### config.mk
export PLATFORM = sky130hd
export DESIGN_NAME = dram_ctrl
export DESIGN_NICKNAME = d
export VERILOG_FILES = /design/src/rtl/dram_pkg.sv /design/src/rtl/dram_ref_timer.sv /design/src/rtl/dram_ctrl.sv
export SDC_FILE = /design/constraint.sdc
export NUM_CORES = 1
export LEC_CHECK = 0
export BUFFER_PORTS_ARGS = -buffer_cell sky130_fd_sc_hd__buf_2
export CAP_MARGIN = 20
export CORE_ASPECT_RATIO = 2
export CORE_MARGIN = 5
export CORE_UTILIZATION = 40
export DETAILED_ROUTE_END_ITERATION = 7
export GPL_ROUTABILITY_DRIVEN = 0
export HOLD_SLACK_MARGIN = 0.1
export PLACE_DENSITY = 0.66
export SLEW_MARGIN = 20
export SYNTH_ARGS = -nofsm -noshare
export SYNTH_HDL_FRONTEND = slang
export SYNTH_HIERARCHICAL = 1
export SYNTH_SLANG_ARGS = --single-unit
### constraint.sdc
create_clock -name CLK -period 2.8 [get_ports CLK]
set_clock_uncertainty 0.15 [all_clocks]
set_input_delay 0.56 -clock CLK [delete_from_list [all_inputs] [get_ports CLK]]
set_output_delay 0.56 -clock CLK [all_outputs]
set_load 0.03 [all_outputs]
### src/rtl/dram_pkg.sv
// dram_pkg: shared state encoding and bus widths for the DRAM controller
package dram_pkg;
  localparam int ROW_W  = 10;
  localparam int COL_W  = 8;
  localparam int ADDR_W = 18;
  localparam int DQ_W   = 16;
  typedef enum logic [3:0] {
    IDLE, ROW_SETUP, RAS_ACT, COL_SETUP, CAS_ACT, PRECHARGE, REF_CAS, REF_RAS, REF_PRE
  } state_e;
endpackage

### src/rtl/dram_ref_timer.sv
// dram_ref_timer: free-running interval counter that raises a single pending refresh flag
module dram_ref_timer #(
  parameter int REF_INTERVAL = 780
) (
  input  logic CLK,
  input  logic RESET,
  input  logic ref_clear,
  output logic ref_pending
);
  localparam int CW = $clog2(REF_INTERVAL);
  logic [CW-1:0] cnt_q;
  logic pend_q;
  logic wrap;
  assign wrap = cnt_q == CW'(REF_INTERVAL - 1);
  assign ref_pending = pend_q;
  // wrap sets the flag (a second wrap is absorbed); entering refresh clears it
  always_ff @(posedge CLK) begin
    if (RESET) begin
      cnt_q  <= '0;
      pend_q <= 1'b0;
    end else begin
      cnt_q  <= wrap ? '0 : cnt_q + CW'(1);
      pend_q <= wrap ? 1'b1 : (ref_clear ? 1'b0 : pend_q);
    end
  end
endmodule

### src/rtl/dram_ctrl.sv
// dram_ctrl: sequences RAS/CAS reads, byte-masked early writes and CBR refresh for a 256Kx16 DRAM
module dram_ctrl
  import dram_pkg::*;
#(
  parameter int T_RCD        = 2,
  parameter int T_CAS        = 2,
  parameter int T_RP         = 2,
  parameter int T_RAS        = 3,
  parameter int REF_INTERVAL = 780
) (
  input  logic              CLK,
  input  logic              RESET,
  input  logic              REQ,
  input  logic              WR,
  input  logic [1:0]        BE,
  input  logic [ADDR_W-1:0] ADDR,
  input  logic [DQ_W-1:0]   WDATA,
  output logic              ACK,
  output logic [DQ_W-1:0]   RDATA,
  output logic              BUSY,
  output logic [ROW_W-1:0]  MA,
  output logic              RAS_N,
  output logic              CAS_N,
  output logic              LWE_N,
  output logic              UWE_N,
  output logic              OE_N,
  output logic [DQ_W-1:0]   DQ_OUT,
  output logic              DQ_OE,
  input  logic [DQ_W-1:0]   DQ_IN
);
  state_e state_q;
  logic [7:0] cnt_q, lim;
  logic last, ref_pending, ref_clear;
  logic wr_q, ack_q, busy_q, dq_oe_q;
  logic ras_n_q, cas_n_q, lwe_n_q, uwe_n_q, oe_n_q;
  logic [1:0] be_q;
  logic [COL_W-1:0] col_q;
  logic [ROW_W-1:0] ma_q;
  logic [DQ_W-1:0] wdata_q, rdata_q, dq_out_q;

  dram_ref_timer #(.REF_INTERVAL(REF_INTERVAL)) u_ref (
    .CLK(CLK), .RESET(RESET), .ref_clear(ref_clear), .ref_pending(ref_pending)
  );

  // dwell length of the current timed state; last marks its final cycle
  always_comb begin
    lim  = state_q == RAS_ACT ? 8'(T_RCD) :
           state_q == CAS_ACT ? 8'(T_CAS) :
           state_q == REF_RAS ? 8'(T_RAS) : 8'(T_RP);
    last = cnt_q == lim - 8'd1;
  end

  assign ref_clear = state_q == IDLE && ref_pending;

  // FSM with every pin output registered on the edge that enters its state
  always_ff @(posedge CLK) begin
    if (RESET) begin
      state_q  <= IDLE;
      cnt_q    <= '0;
      ma_q     <= '0;
      ras_n_q  <= 1'b1;
      cas_n_q  <= 1'b1;
      lwe_n_q  <= 1'b1;
      uwe_n_q  <= 1'b1;
      oe_n_q   <= 1'b1;
      dq_out_q <= '0;
      dq_oe_q  <= 1'b0;
      ack_q    <= 1'b0;
      rdata_q  <= '0;
      busy_q   <= 1'b0;
      wr_q     <= 1'b0;
      be_q     <= '0;
      col_q    <= '0;
      wdata_q  <= '0;
    end else begin
      ack_q <= 1'b0;
      cnt_q <= cnt_q + 8'd1;
      case (state_q)
        IDLE:
          if (ref_pending) begin
            state_q <= REF_CAS;
            cas_n_q <= 1'b0;
            busy_q  <= 1'b1;
          end else if (REQ) begin
            state_q <= ROW_SETUP;
            busy_q  <= 1'b1;
            wr_q    <= WR;
            be_q    <= BE;
            col_q   <= ADDR[COL_W-1:0];
            wdata_q <= WDATA;
            ma_q    <= ADDR[ADDR_W-1:COL_W];
          end
        ROW_SETUP: begin
          state_q <= RAS_ACT;
          ras_n_q <= 1'b0;
          cnt_q   <= '0;
        end
        RAS_ACT:
          if (last) begin
            state_q <= COL_SETUP;
            ma_q    <= {2'b00, col_q};
            if (wr_q) begin
              lwe_n_q  <= ~be_q[0];
              uwe_n_q  <= ~be_q[1];
              dq_out_q <= wdata_q;
              dq_oe_q  <= |be_q;
            end
          end
        COL_SETUP: begin
          state_q <= CAS_ACT;
          cas_n_q <= 1'b0;
          oe_n_q  <= wr_q;
          cnt_q   <= '0;
        end
        CAS_ACT:
          if (last) begin
            state_q <= PRECHARGE;
            ack_q   <= 1'b1;
            ras_n_q <= 1'b1;
            cas_n_q <= 1'b1;
            lwe_n_q <= 1'b1;
            uwe_n_q <= 1'b1;
            oe_n_q  <= 1'b1;
            dq_oe_q <= 1'b0;
            cnt_q   <= '0;
            if (!wr_q) rdata_q <= DQ_IN;
          end
        PRECHARGE, REF_PRE:
          if (last) begin
            state_q <= IDLE;
            busy_q  <= 1'b0;
          end
        REF_CAS: begin
          state_q <= REF_RAS;
          ras_n_q <= 1'b0;
          cnt_q   <= '0;
        end
        REF_RAS:
          if (last) begin
            state_q <= REF_PRE;
            ras_n_q <= 1'b1;
            cas_n_q <= 1'b1;
            cnt_q   <= '0;
          end
        default: state_q <= IDLE;
      endcase
    end
  end

  assign ACK    = ack_q;
  assign RDATA  = rdata_q;
  assign BUSY   = busy_q;
  assign MA     = ma_q;
  assign RAS_N  = ras_n_q;
  assign CAS_N  = cas_n_q;
  assign LWE_N  = lwe_n_q;
  assign UWE_N  = uwe_n_q;
  assign OE_N   = oe_n_q;
  assign DQ_OUT = dq_out_q;
  assign DQ_OE  = dq_oe_q;
endmodule

==> reports/metrics.cfg <==
[run_status]
status = complete, no violations

[floorplanning]
start_util = 0.403
boundaryPins = 106
fp-row-count = 52
die_w_um = 81.1
core_area_sq_um = 10000
dieArea_sq_um = 12300
die_h_um = 152

[synth]
synth_top_cell_by_area = dfxtp_1
synth_compound_area_frac = 0.108
synth_top_area_share = 0.496
synth_area_leaders = dfxtp_1 50%, mux2i_1 10%, nor2_1 6.3%, nand2_1 6.0%, a21oi_1 5.2%
synth-xor-area-share = 0.0217
synthArstFlopShare = 0
yosys.area_share.simple = 0.213
synth_enable_flop_cells = 0
synth_cell_type_count = 44
synth_top_flop_cell = dfxtp_1
ys_warn_count = 6
syn_avg_cell_area_sq_um = 8.94
synthAdderAreaFrac = 0.00929
synth_top_family_by_area = simple AND/OR/NAND/NOR gates
syn_nets = 511
synth_mux_area_frac = 0.108
synth_seq_area_share = 0.496
synthesis.instances = 452
synthesis.area_sq_um = 4040
ys_ff_latch = 100

[clocking]
numCtsBuffers = 9
cts_tree = built
post_cts_buffers = 0
htree_levels = 3
cts_num_sinks = 100
clk_pin_slew_ns = 0.07
hold_buffers = 0
cts-root-buf = clkbuf_16
cts_resized = 0
clk_latency_ns = 0.34
clockBufferDepth = 2

[worst_hold_path]
hold_path_depth = 3
hp-class = input port to flop
holdPathEnd = wdata_q[11]
hold_start = WDATA[11]

[grt]
grt_antenna_before_repair = 1
grt_pass1_vias = 3414
grt_max_degree = 31
track_usage = 0.162
grt_pass1_wl_um = 15800
grt_overflow = 0

[sta]
whs_ns = 0.293
grt_setup_unrepaired = no
setup_tns_ns = 0
max_freq_mhz = 406
tightest_slew_ns = 0.668
max_slew_margin = 0.543
finalHoldViolations = 0
post-route-period-util = 0.880
slew_violations = 0
setup_viol = 0
fin_crit_ns = 2.46

[power]
power_density_nw_per_um2 = 852
vdd_drop_max_mv = 0.577
power_leakage_uw = 0.00219

[placement]
dp_hpwl_um = 7120
port_buffers = 105
dpl_cell_area_sq_um = 4660

[critical_path]
r2r_end = RDATA[9]
reg2regPathDepth = 5
cp-start-kind = flop
cp.arrival_ns = 2.52
reg2reg_from = state_q[3]
cp_data_required_time_ns = 2.86
worstSetupPathType = flop to flop
r2r_setup_slack_ns = 0.34
critPathCaptureType = flop
path_max_fanout = 16

[routing]
via_count = 3422
dr.pass1.iters = 4
routed_wl_um = 9460
drc = 0
ant_nets = 0
drt_iter0_drc = 163
via_per_inst = 4.96
wire_per_inst_um = 13.7

[flow_run]
cap_violations = 0

[layout]
fillCellCount = 1010
syn2layout_area_growth_pct = 22.4
final_cell_area_sq_um = 4940
final_nets = 608
drive_gt1_frac = 0.258

==> worst max-delay path, cell delays in order (launching register included) <==
cell and delay, ns:
dfxtp_1 0.62, nand4b_2 0.26, mux2_4 0.34, or4_4 0.69, mux2i_1 0.22, nor2_1 0.05
==> layout by cell type (no fill, tap or decap), types with 4 or more instances in the layout <==
cell type and n:
nor2b_1 4, nor2_1 68, and3_1 4, nor3_1 5, buf_4 10, xnor2_1 4, clkbuf_16 9, xor2_1 6
nand3_1 12, inv_1 5, a211oi_1 10, o21ai_0 8, dfxtp_1 100, a21oi_1 42, nand2b_1 5, nand2_1 65
buf_2 105, mux2i_1 42, or3_1 5
==> flip-flops by register name (all words and copies together), names as in the netlist, 2 cells and up <==
name         count
RDATA           16
be_q             2
wdata_q         16
col_q            8
u_ref/cnt_q     10
state_q          4
MA              10
DQ_OUT          16
cnt_q            8
==> metrics by stage <==
step / cells / total power, uW / utilization / setup slack (ns)
6_report: 690 / 4210 / 0.494 / 0.336
5_1_grt: 690 / 4480 / 0.494 / 0.128
4_1_cts: 689 / 4270 / 0.493 / 0.332
3_5_place_dp: 673 / 3090 / 0.465 / 0.342
3_3_place_gp: 673 / 3050 / 0.465 / 0.412
2_1_floorplan: 452 / 2750 / - / 0.635
==> layout make-up <==
cell class / instances / area, sq um / share of cell area
Multi-Input combinational cell: 318 / 1870 / 0.378
Timing Repair Buffer: 115 / 601 / 0.121
Inverter: 5 / 18.8 / 0.00380
Antenna cell: 1 / 2.50 / 0.000506
Clock inverter: 7 / 57.6 / 0.0116
Tap cell: 135 / 169 / 0.0342
Clock buffer: 9 / 225 / 0.0455
Sequential cell: 100 / 2000 / 0.405
==> worst max-delay path by stage <==
stage                     from   endpoint  slack, ns  cells after the start
detailed placement  state_q[3]   RDATA[9]       0.34                      5
global placement    state_q[3]   RDATA[1]       0.41                      5
floorplan           state_q[0]  RDATA[10]       0.63                      8
finish              state_q[3]   RDATA[9]       0.34                      5
CTS                 state_q[2]   RDATA[9]       0.33                      5
global route        state_q[3]   cnt_q[4]       0.13                      6
==> synth_stat cells (2+ instances only) <==
cell type and n:
nand2b_1 5, or3_1 5, ha_1 3, nand4_1 2, nand3_1 12, buf_2 6, nor3_1 6, nand3b_1 3
a21oi_1 42, mux2i_1 42, a31o_2 3, a22oi_1 2, buf_4 6, nor2_1 68, dfxtp_1 100, a31oi_1 3
clkbuf_1 14, xor2_1 6, inv_1 5, o21ai_0 8, xnor2_1 4, and3_1 4, a2111oi_0 2, buf_6 3
nand2_1 65, a211oi_1 10, nor3b_1 3, nor2b_1 4
==> where the power goes <==
group	total [uW]	internal [uW]	leakage, uW	switching [uW]
clock network	1170	615	0.000141	555
logic	1230	452	0.00123	781
registers	1810	1640	0.000814	170
==> layer usage <==
layer  vias up  global-route usage  share of wire
li1       1735                   -              -
met1      1589               0.176           0.38
met2        82               0.287           0.55
met3        16              0.0402          0.054
met4         0              0.0717          0.021
met5         -                   0              0
==> cell families (layout without fill, tap and decap cells) <==
logic type / count (synthesis) / after routing
compound gates: 74 / 74
xor+xnor: 10 / 10
fa+ha+maj: 3 / 3
buf+inv: 34 / 136
flops: 100 / 100
mux: 43 / 43
other cells: 0 / 1
simple gates: 188 / 188
No activity file was read; power rests on OpenSTA's default activity.
